$ cat src/rtl/cp0_exc_unit.sv
// CP0 register file and exception/interrupt arbiter at the memory stage.
// Holds Status, Cause, EPC, Count, Compare and BadVAddr, picks at most one
// exception per cycle and drives the pipeline flush and redirect target.
module cp0_exc_unit #(
    parameter logic [31:0] EXC_VECTOR = 32'hBFC0_0380
) (
    input  logic        clk,
    input  logic        resetn,
    input  logic        we_i,
    input  logic [4:0]  waddr_i,
    input  logic [4:0]  raddr_i,
    input  logic [31:0] data_i,
    output logic [31:0] rdata_o,
    input  logic [5:0]  int_i,
    input  logic [31:0] pc_i,
    input  logic        in_delay_slot_i,
    input  logic        valid_i,
    input  logic        adel_if_i,
    input  logic        ri_i,
    input  logic        ov_i,
    input  logic        syscall_i,
    input  logic        break_i,
    input  logic        adel_i,
    input  logic        ades_i,
    input  logic        eret_i,
    input  logic [31:0] bad_addr_i,
    output logic        flush_o,
    output logic [31:0] newpc_o,
    output logic [31:0] status_o,
    output logic [31:0] cause_o,
    output logic [31:0] epc_o,
    output logic        timer_int_o
);

    localparam logic [4:0] REG_BADVADDR = 5'd8;
    localparam logic [4:0] REG_COUNT    = 5'd9;
    localparam logic [4:0] REG_COMPARE  = 5'd11;
    localparam logic [4:0] REG_STATUS   = 5'd12;
    localparam logic [4:0] REG_CAUSE    = 5'd13;
    localparam logic [4:0] REG_EPC      = 5'd14;

    localparam logic [4:0] EXC_INT  = 5'h00;
    localparam logic [4:0] EXC_ADEL = 5'h04;
    localparam logic [4:0] EXC_ADES = 5'h05;
    localparam logic [4:0] EXC_SYS  = 5'h08;
    localparam logic [4:0] EXC_BP   = 5'h09;
    localparam logic [4:0] EXC_RI   = 5'h0A;
    localparam logic [4:0] EXC_OV   = 5'h0C;

    // Only the writable/live fields are stored; constant bits are rebuilt on read.
    logic [7:0]  status_im_q,  status_im_d;
    logic        status_exl_q, status_exl_d;
    logic        status_ie_q,  status_ie_d;
    logic        cause_bd_q,   cause_bd_d;
    logic        cause_ti_q,   cause_ti_d;
    logic [5:0]  cause_iphw_q, cause_iphw_d;
    logic [1:0]  cause_ipsw_q, cause_ipsw_d;
    logic [4:0]  cause_exc_q,  cause_exc_d;
    logic [31:0] epc_q,        epc_d;
    logic [31:0] count_q,      count_d;
    logic [31:0] compare_q,    compare_d;
    logic [31:0] badvaddr_q,   badvaddr_d;
    logic        tick_q,       tick_d;

    logic [31:0] status_w, cause_w;
    logic        int_pend, exc_take, eret_take, wr_en, bad_load;
    logic [4:0]  exc_code;
    logic [31:0] bad_val;

    // Assemble architectural register views and drive the status outputs.
    always_comb begin
        status_w    = {9'd0, 1'b1, 6'd0, status_im_q, 6'd0, status_exl_q, status_ie_q};
        cause_w     = {cause_bd_q, cause_ti_q, 14'd0, cause_iphw_q, cause_ipsw_q,
                       1'b0, cause_exc_q, 2'b00};
        status_o    = status_w;
        cause_o     = cause_w;
        epc_o       = epc_q;
        timer_int_o = cause_ti_q;
    end

    // Priority arbitration: interrupt first, then fetch, decode and memory faults.
    always_comb begin
        int_pend = status_ie_q & ~status_exl_q
                 & (|(status_im_q & {cause_iphw_q, cause_ipsw_q}));
        exc_take = 1'b0;
        exc_code = EXC_INT;
        bad_load = 1'b0;
        bad_val  = bad_addr_i;
        if (valid_i) begin
            exc_take = 1'b1;
            if (int_pend) begin
                exc_code = EXC_INT;
            end else if (adel_if_i) begin
                exc_code = EXC_ADEL;
                bad_load = 1'b1;
                bad_val  = pc_i;
            end else if (ri_i) begin
                exc_code = EXC_RI;
            end else if (ov_i) begin
                exc_code = EXC_OV;
            end else if (syscall_i) begin
                exc_code = EXC_SYS;
            end else if (break_i) begin
                exc_code = EXC_BP;
            end else if (adel_i) begin
                exc_code = EXC_ADEL;
                bad_load = 1'b1;
            end else if (ades_i) begin
                exc_code = EXC_ADES;
                bad_load = 1'b1;
            end else begin
                exc_take = 1'b0;
            end
        end
        eret_take = valid_i & eret_i & ~exc_take;
        wr_en     = we_i & valid_i & ~exc_take;
        // Flush is held low during reset even if stale flags are present.
        flush_o   = resetn & (exc_take | eret_take);
        newpc_o   = exc_take ? EXC_VECTOR : epc_q;
    end

    // MFC0 read path with same-cycle forwarding of the masked MTC0 data.
    always_comb begin
        rdata_o = 32'd0;
        if (we_i && (raddr_i == waddr_i)) begin
            case (waddr_i)
                REG_BADVADDR: rdata_o = badvaddr_q;
                REG_COUNT:    rdata_o = data_i;
                REG_COMPARE:  rdata_o = data_i;
                REG_STATUS:   rdata_o = {9'd0, 1'b1, 6'd0, data_i[15:8], 6'd0, data_i[1:0]};
                REG_CAUSE:    rdata_o = {cause_bd_q, cause_ti_q, 14'd0, cause_iphw_q,
                                         data_i[9:8], 1'b0, cause_exc_q, 2'b00};
                REG_EPC:      rdata_o = data_i;
                default:      rdata_o = 32'd0;
            endcase
        end else begin
            case (raddr_i)
                REG_BADVADDR: rdata_o = badvaddr_q;
                REG_COUNT:    rdata_o = count_q;
                REG_COMPARE:  rdata_o = compare_q;
                REG_STATUS:   rdata_o = status_w;
                REG_CAUSE:    rdata_o = cause_w;
                REG_EPC:      rdata_o = epc_q;
                default:      rdata_o = 32'd0;
            endcase
        end
    end

    // Next-state: timer, interrupt sampling, exception entry, MTC0 and ERET.
    always_comb begin
        status_im_d  = status_im_q;
        status_exl_d = status_exl_q;
        status_ie_d  = status_ie_q;
        cause_bd_d   = cause_bd_q;
        cause_ti_d   = cause_ti_q;
        cause_ipsw_d = cause_ipsw_q;
        cause_exc_d  = cause_exc_q;
        epc_d        = epc_q;
        compare_d    = compare_q;
        badvaddr_d   = badvaddr_q;
        tick_d       = ~tick_q;
        count_d      = count_q + {31'd0, tick_q};
        cause_iphw_d = {int_i[5] | cause_ti_q, int_i[4:0]};
        if (count_q == compare_q) begin
            cause_ti_d = 1'b1;
        end

        if (exc_take) begin
            cause_exc_d  = exc_code;
            status_exl_d = 1'b1;
            // Nested exceptions keep the original return address.
            if (!status_exl_q) begin
                epc_d      = in_delay_slot_i ? (pc_i - 32'd4) : pc_i;
                cause_bd_d = in_delay_slot_i;
            end
            if (bad_load) begin
                badvaddr_d = bad_val;
            end
        end else begin
            if (wr_en) begin
                case (waddr_i)
                    REG_COUNT:   count_d = data_i;
                    REG_COMPARE: begin
                        compare_d  = data_i;
                        cause_ti_d = 1'b0;
                    end
                    REG_STATUS:  begin
                        status_im_d  = data_i[15:8];
                        status_exl_d = data_i[1];
                        status_ie_d  = data_i[0];
                    end
                    REG_CAUSE:   cause_ipsw_d = data_i[9:8];
                    REG_EPC:     epc_d = data_i;
                    default:     ;
                endcase
            end
            if (eret_take) begin
                status_exl_d = 1'b0;
            end
        end
    end

    // State registers with asynchronous active-low reset.
    always_ff @(posedge clk or negedge resetn) begin
        if (!resetn) begin
            status_im_q  <= 8'd0;
            status_exl_q <= 1'b0;
            status_ie_q  <= 1'b0;
            cause_bd_q   <= 1'b0;
            cause_ti_q   <= 1'b0;
            cause_iphw_q <= 6'd0;
            cause_ipsw_q <= 2'd0;
            cause_exc_q  <= 5'd0;
            epc_q        <= 32'd0;
            count_q      <= 32'd0;
            compare_q    <= 32'd0;
            badvaddr_q   <= 32'd0;
            tick_q       <= 1'b0;
        end else begin
            status_im_q  <= status_im_d;
            status_exl_q <= status_exl_d;
            status_ie_q  <= status_ie_d;
            cause_bd_q   <= cause_bd_d;
            cause_ti_q   <= cause_ti_d;
            cause_iphw_q <= cause_iphw_d;
            cause_ipsw_q <= cause_ipsw_d;
            cause_exc_q  <= cause_exc_d;
            epc_q        <= epc_d;
            count_q      <= count_d;
            compare_q    <= compare_d;
            badvaddr_q   <= badvaddr_d;
            tick_q       <= tick_d;
        end
    end

endmodule

$ cat config.mk
export PLATFORM = sky130hd
export DESIGN_NAME = cp0_exc_unit
export DESIGN_NICKNAME = d
export VERILOG_FILES = /design/src/rtl/cp0_exc_unit.sv
export SDC_FILE = /design/constraint.sdc
export NUM_CORES = 1
export LEC_CHECK = 0
export CELL_PAD_IN_SITES_DETAIL_PLACEMENT = 1
export CELL_PAD_IN_SITES_GLOBAL_PLACEMENT = 2
export CORE_MARGIN = 2
export CORE_UTILIZATION = 29
export DETAILED_ROUTE_END_ITERATION = 6
export GPL_ROUTABILITY_DRIVEN = 0
export HOLD_SLACK_MARGIN = 0.03
export PLACE_DENSITY = 0.84
export SYNTH_ARGS = -nofsm -noshare
export SYNTH_HDL_FRONTEND = slang
export SYNTH_SLANG_ARGS = --single-unit
$ cat constraint.sdc
create_clock -name clk -period 4.1 [get_ports clk]
set_input_delay 1.025 -clock clk [delete_from_list [all_inputs] [get_ports clk]]
set_output_delay 1.025 -clock clk [all_outputs]
set_load 0.005 [all_outputs]
==> impl_metrics.csv, run 1 <==
group,metric,value,unit
synth,synth_area_per_cell,8.96,um2
floorplan,row_count,68,
setup_path,cpPeakStageDelay,0.34,ns
synth,ys_ff_latch,153,
placement,pre_cts_slack,-0.412,ns
placement,placed_cell_area,13600,um2
timing,worstMarginPinSlew,0.918,ns
pwr,seqPwrFrac,41.3,%
pwr,swShare,31.9,%
drt,drtAntennaViolNets,0,
clocking,clock-sinks,153,
clocking,cts_tree,"built",
setup_path,path_cells,"clkdlybuf4s15_1 > xor2_1 > nor4_1 > and3_2 > buf_12 > o21ai_4 > buf_6 > buf_6 > buf_4 > o21ai_1 > clkdlybuf4s15_2",
run,cap_violations,0,
floorplan,core,34400,um2
final_layout,layout.cells.non_filler,1918,
clocking,cts_max_path_buffers,2,
final_layout,syn_to_final_growth,45.0,%
timing,period_share,101,%
synth,synth_area,10100,um2
clocking,postCtsHoldBufs,0,
synth,synth_area_leaders,"dfrtp_1, a22oi_1, xnor2_1, mux2_2, mux2i_1",
timing,slew_violations,0,
drt,drtIter0Drc,1069,
timing,hold_viol_final,0,
synth,ys_warn_count,0,
timing,fmax,242,MHz
global_route,antenna_found_initial,6,
timing,finalSetupViolCount,6,
floorplan,io_pins,287,
pwr,ir_drop,0.284,mV
synth,synth-async-reset-ratio,100,%
synth,synth-edff-count,0,
clocking,htreeDepth,4,
clocking,clk_latency,0.44,ns
synth,synth-main-ff-cell,"dfrtp_1",
setup_path,path_max_fanout,7,
global_route,overflow,0,
drt,post_drt_wl_per_cell,24.4,um
global_route,grt_first_pass_wirelength,69100,um
timing,finalCriticalPeriod,4.13,ns
synth,yosysTopAreaCell,"dfrtp_1",
placement,numPlacedInstances,1853,
setup_path,cp_slowest_cell,"nor4_1",
pwr,p_int,3.16,mW
setup_path,cp.required,3.07,ns
pwr,leakage,6.40,nW
pwr,clkPwrFrac,37.6,%
setup_path,end_kind,"output port",
synth,yosysSeqAreaShare,38.0,%
synth,syn_inst,1124,
setup_path,cp_top_family,"buffers and inverters",
clocking,root_buffer,"clkbuf_16",
timing,postLayoutSetupSlackWorst,-0.0292,ns
floorplan,die_y,190,um
timing,max_slew_margin,38.8,%
global_route,first_global_vias,10700,
drt,vias,10200,
clocking,clk_pin_slew,0.07,ns
global_route,grt_usage,25.8,%
setup_path,cp.buffers_inverters,6,
final_layout,drive_above_1_share,18.2,%
floorplan,die_area,36200,um2
drt,first_pass_iters,7,
timing,setup-tns-final,-0.0551,ns
run_status,violations,"setup timing",
synth,synth.most_common_cell,"dfrtp_1",
setup_path,crit_path_frequent_cell,"buf_6",
setup_path,cp-start-kind,"primary input",
drt,drc_errors,0,
floorplan,initial_utilization,29.3,%
synth,synthTopCellsByCount,"dfrtp_1, nand2_1, nor2_1",
setup_path,critPathArrivalTime,3.10,ns
global_route,grt_max_degree,154,
placement,portBuffers,246,
timing,finalClockSkew,0.0164,ns
pwr,powerDensity,318,nW/um2
floorplan,die_x,190,um
clocking,cts_buffers,17,
hold_path,hold_path.class,"flop to flop",
final_layout,design_area,14600,um2
drt,drt_wl_total,46900,um
pwr,power_frac_comb,21.2,%
setup_path,critical_path_class,"primary input to output port",
synth,synth_top_area_share,38.0,%
pwr,p_sw,1.48,mW
run_status,status,"complete, but fails checks",
drt,avgViaCountPerCell,5.34,
synth,synth.distinct_cells,59,
final_layout,nNetsFinal,1574,
placement,hpwl,35900,um
[cell usage in the layout, fill, tap and decap left out, types with 4 or more instances in the layout]
cell type,Yosys,final
buf_12,0,19
nor3_1,16,12
buf_6,8,10
clkbuf_16,0,17
nand2_1,111,109
dfrtp_1,153,153
a222oi_1,20,20
inv_1,5,5
clkbuf_2,1,5
nand3_1,30,30
mux2i_1,45,45
nor2_1,104,102
nand2b_1,19,17
clkdlybuf4s15_1,0,4
xor2_1,35,35
xnor2_1,58,58
o22ai_1,4,4
inv_6,0,6
nand4_1,16,16
or3_1,8,8
buf_4,45,110
o21ai_0,65,57
mux2_2,41,41
o21ai_1,2,9
nor4_1,16,15
dlygate4sd2_1,0,59
and3_1,7,6
a22oi_1,87,87
inv_8,0,4
clkdlybuf4s15_2,0,6
nor3_4,2,4
a21oi_1,84,82
and2_1,22,21
nor4_4,3,4
diode_2,0,4
clkdlybuf4s50_1,0,168
conb_1,2,40
[state kept, by name (all words and copies together) (netlist names)]
| signal | count |
|---|---|
| status_im_q | 8 |
| cause_exc_q | 4 |
| tick_q | 1 |
| cause_iphw_q | 6 |
| cause_bd_q | 1 |
| status_exl_q | 1 |
| status_ie_q | 1 |
| epc_o | 32 |
| count_q | 32 |
| compare_q | 32 |
| cause_ipsw_q | 2 |
| badvaddr_q | 32 |
| timer_int_o | 1 |
[per-layer routing]
layer,GRT usage [%],part of all wire [%],vias to the layer above
met5,0,0.068,-
met4,9.63,3.3,4
met3,3.99,6.4,78
met2,41.2,46,427
met1,35.0,44,5115
li1,-,-,4610
[power groups by stage]
stage | Sequential (mW) | Clock [mW] | Combinational (mW)
final | 1.92 | 1.74 | 0.982
after CTS | 1.91 | 1.76 | 0.978
after detailed placement | 1.93 | 0 | 0.982
after global routing | 1.93 | 1.83 | 1.06
after floorplan | 1.79 | 0 | 0.372
after global placement | 1.93 | 0 | 0.964
[metrics by stage]
| stage | power, mW | util, % | hold WS, ns |
|---|---|---|---|
| 4_1_cts | 4.64 | 42.4 | 0.434 |
| 6_report | 4.64 | 42.5 | 0.433 |
| 5_1_grt | 4.82 | 42.5 | 0.456 |
| 2_1_floorplan | 2.16 | - | 0.398 |
| 3_5_place_dp | 2.92 | 39.6 | 0.419 |
| 3_3_place_gp | 2.89 | 39.6 | 0.415 |
[layout make-up]
type | count | area (um2)
tap | 455 | 569
sequential | 153 | 3830
antenna | 4 | 10.0
multi-input combinational | 881 | 5780
clock inverter | 15 | 200
timing repair buffer | 388 | 3760
fill | 4016 | 19800
clock buffer | 17 | 425
inverter | 5 | 18.8
[worst paths after layout]
path	from	endpoint	cells after the start	slack, ns
min in group asynchronous	resetn	badvaddr_q[7]	2	0.73
worst max register to register	count_q[0]	count_q[26]	8	1.61
max in group asynchronous	resetn	count_q[21]	2	2.65
worst min register to register	tick_q	tick_q	1	0.43
worst max-delay path	raddr_i[2]	rdata_o[24]	11	-0.03
worst min-delay path	tick_q	tick_q	1	0.43
[worst register-to-register path, cell delays in order (launching register included)]
cell and delay, ns:
dfrtp_1 0.44, ha_1 0.23, ha_1 0.19, and3_1 0.30
nand2_1 0.18, nor4_1 0.60, nand3_1 0.19, xor2_1 0.17
a21oi_1 0.14
[what timing repair did]
action                                  in CTS  in global routing
endpoints found under the setup margin      65                 49
setup buffers                               25                  1
pin swaps                                   10                  5
cloned                                       4                  0
resized for setup                          127                 13
[cell families (layout without fill, tap and decap cells)]
family	count (synthesis)	count (layout)	synth area share (%)
AOI/OAI and AO/OA	279	279	17.8
xor gates and xnor gates	93	93	8.09
adders and majority gates	3	3	0.373
buffers and inverters	128	425	7.13
DFF	153	153	38.0
muxes	89	89	9.40
other	2	44	0.0746
and+or+nand+nor	377	377	19.1
Power figures use the tool's default switching activity.
==> run 2, diff against run 1 <==
- CORE_MARGIN: 2 -> 1
==> run 2 against run 1 <==
Against the previous run: the flow finishes with violations (DRC); final area grew 1.6%; non-clock buffer count increased by 7; setup slack improved by 0.082 ns; critical endpoint is now rdata_o[1]; largest cell class unchanged.
==> impl_metrics.csv, run 2 (synthesized netlist as in run 1, its figures left out) <==
group,metric,value,unit
setup_path,cp_top_family,"buffers and inverters",
pwr,leakage,6.74,nW
timing,worstMarginPinSlew,1.11,ns
drt,first_pass_iters,7,
clocking,cts_buffers,17,
final_layout,syn_to_final_growth,47.3,%
placement,numPlacedInstances,1858,
floorplan,core,33900,um2
timing,period_share,98.7,%
placement,placed_cell_area,13700,um2
timing,max_slew_margin,26.3,%
clocking,postCtsHoldBufs,0,
final_layout,design_area,14800,um2
setup_path,end_kind,"output port",
run,cap_violations,0,
floorplan,die_area,35500,um2
clocking,htreeDepth,4,
drt,drtIter0Drc,1070,
placement,hpwl,35700,um
hold_path,holdPathStages,1,
setup_path,cp.required,3.07,ns
setup_path,cp-start-kind,"primary input",
hold_path,holdCritStartpoint,"tick_q",
setup_path,cp_slowest_cell,"clkdlybuf4s50_1",
clocking,clk_latency,0.44,ns
clocking,clk_pin_slew,0.06,ns
run_status,violations,"DRC",
timing,slew_violations,0,
global_route,first_global_vias,10600,
timing,fmax,247,MHz
floorplan,io_pins,287,
setup_path,critical_path_class,"primary input to output port",
timing,finalSetupViolCount,0,
setup_path,setup.worst_path.start,"raddr_i[4]",
floorplan,die_x,188,um
final_layout,drive_above_1_share,20.5,%
clocking,cts_max_path_buffers,2,
clocking,root_buffer,"clkbuf_16",
global_route,grt_max_degree,154,
setup_path,cp.buffers_inverters,3,
final_layout,nFillCells,3891,
pwr,powerDensity,316,nW/um2
setup_path,critPathArrivalTime,3.02,ns
setup_path,path_cells,"dlygate4sd2_1 > nand3b_1 > nor3b_4 > buf_6 > a222oi_1 > nand2_1 > nor2_1 > a21oi_2 > clkdlybuf4s50_1",
global_route,grt_usage,26.6,%
run_status,status,"complete, but fails checks",
setup_path,critical_path_depth,9,
global_route,antenna_found_initial,8,
global_route,overflow,0,
floorplan,row_count,67,
drt,avgViaCountPerCell,5.55,
clocking,cts_tree,"built",
final_layout,nNetsFinal,1581,
setup_path,cpPeakStageDelay,0.53,ns
pwr,ir_drop,0.276,mV
drt,drtAntennaViolNets,0,
drt,vias,10600,
setup_path,path_max_fanout,6,
setup_path,ff2ff_path_depth,6,
setup_path,rr_startpoint,"cause_iphw_q[5]",
timing,finalClockSkew,0.0184,ns
hold_path,hold_path.class,"flop to flop",
placement,portBuffers,246,
timing,finalCriticalPeriod,4.05,ns
clocking,clock-sinks,153,
pwr,p_total,4.68,mW
final_layout,final_common_cell,"clkdlybuf4s50_1",
timing,holdWs,0.433,ns
drt,post_drt_wl_per_cell,25.0,um
floorplan,initial_utilization,29.7,%
drt,drc_errors,14,
timing,hold_viol_final,0,
final_layout,layout.cells.non_filler,1914,
drt,drt_wl_total,47800,um
global_route,grt_first_pass_wirelength,69800,um
timing,setup-tns-final,0,ns
final_layout,final_cell_mix,"clkdlybuf4s50_1, dfrtp_1, buf_4, nand2_1, nor2_1",
floorplan,die_y,188,um
-- run 2: what timing repair did --
action / in CTS / in global routing
gates cloned: 5 / 1
endpoints found under the setup margin: 65 / 55
setup buffers: 17 / 6
pin swaps: 12 / 12
gates resized for setup: 155 / 53
-- run 2: routing by layer --
| layer | vias to the layer above | GRT usage [%] | wire (um) |
|---|---|---|---|
| li1 | 4624 | - | - |
| met4 | 10 | 9.89 | 1660 |
| met2 | 517 | 41.7 | 21900 |
| met1 | 5379 | 36.4 | 20400 |
| met5 | - | 0 | 64 |
| met3 | 92 | 4.90 | 3730 |
-- run 2: power by group --
group          internal (mW)  switching [mW]  total, mW
registers               1.65           0.282       1.93
logic                  0.548           0.471       1.02
clock network           1.03           0.701       1.73
total                   3.23            1.45       4.68
-- run 2: layout make-up --
| class | count | area [um2] | share of cell area (%) |
|---|---|---|---|
| Inverter | 5 | 18.8 | 0.127 |
| Tap cell | 448 | 561 | 3.78 |
| Antenna cell | 2 | 5.00 | 0.0338 |
| Sequential cell | 153 | 3830 | 25.8 |
| Clock buffer | 19 | 443 | 2.99 |
| Clock inverter | 11 | 173 | 1.16 |
| Multi-Input combinational cell | 881 | 5890 | 39.7 |
| Timing Repair Buffer | 395 | 3910 | 26.4 |
-- run 2: through the flow --
stage / setup WS (ns) / utilization (%)
after global placement: -0.456 / 40.3
after CTS: -0.0104 / 43.4
after detailed placement: -0.466 / 40.3
after global routing: -0.0164 / 43.8
after floorplan: 0.435 / -
final: 0.0529 / 43.8
-- run 2: final timing paths --
check | endpoint | slack (ns)
worst min register to register | tick_q | 0.43
worst min-delay path | tick_q | 0.43
worst max register to register | epc_o[20] | 1.31
worst max-delay path | rdata_o[1] | 0.05
max in group asynchronous | epc_o[20] | 2.66
min in group asynchronous | badvaddr_q[10] | 0.70
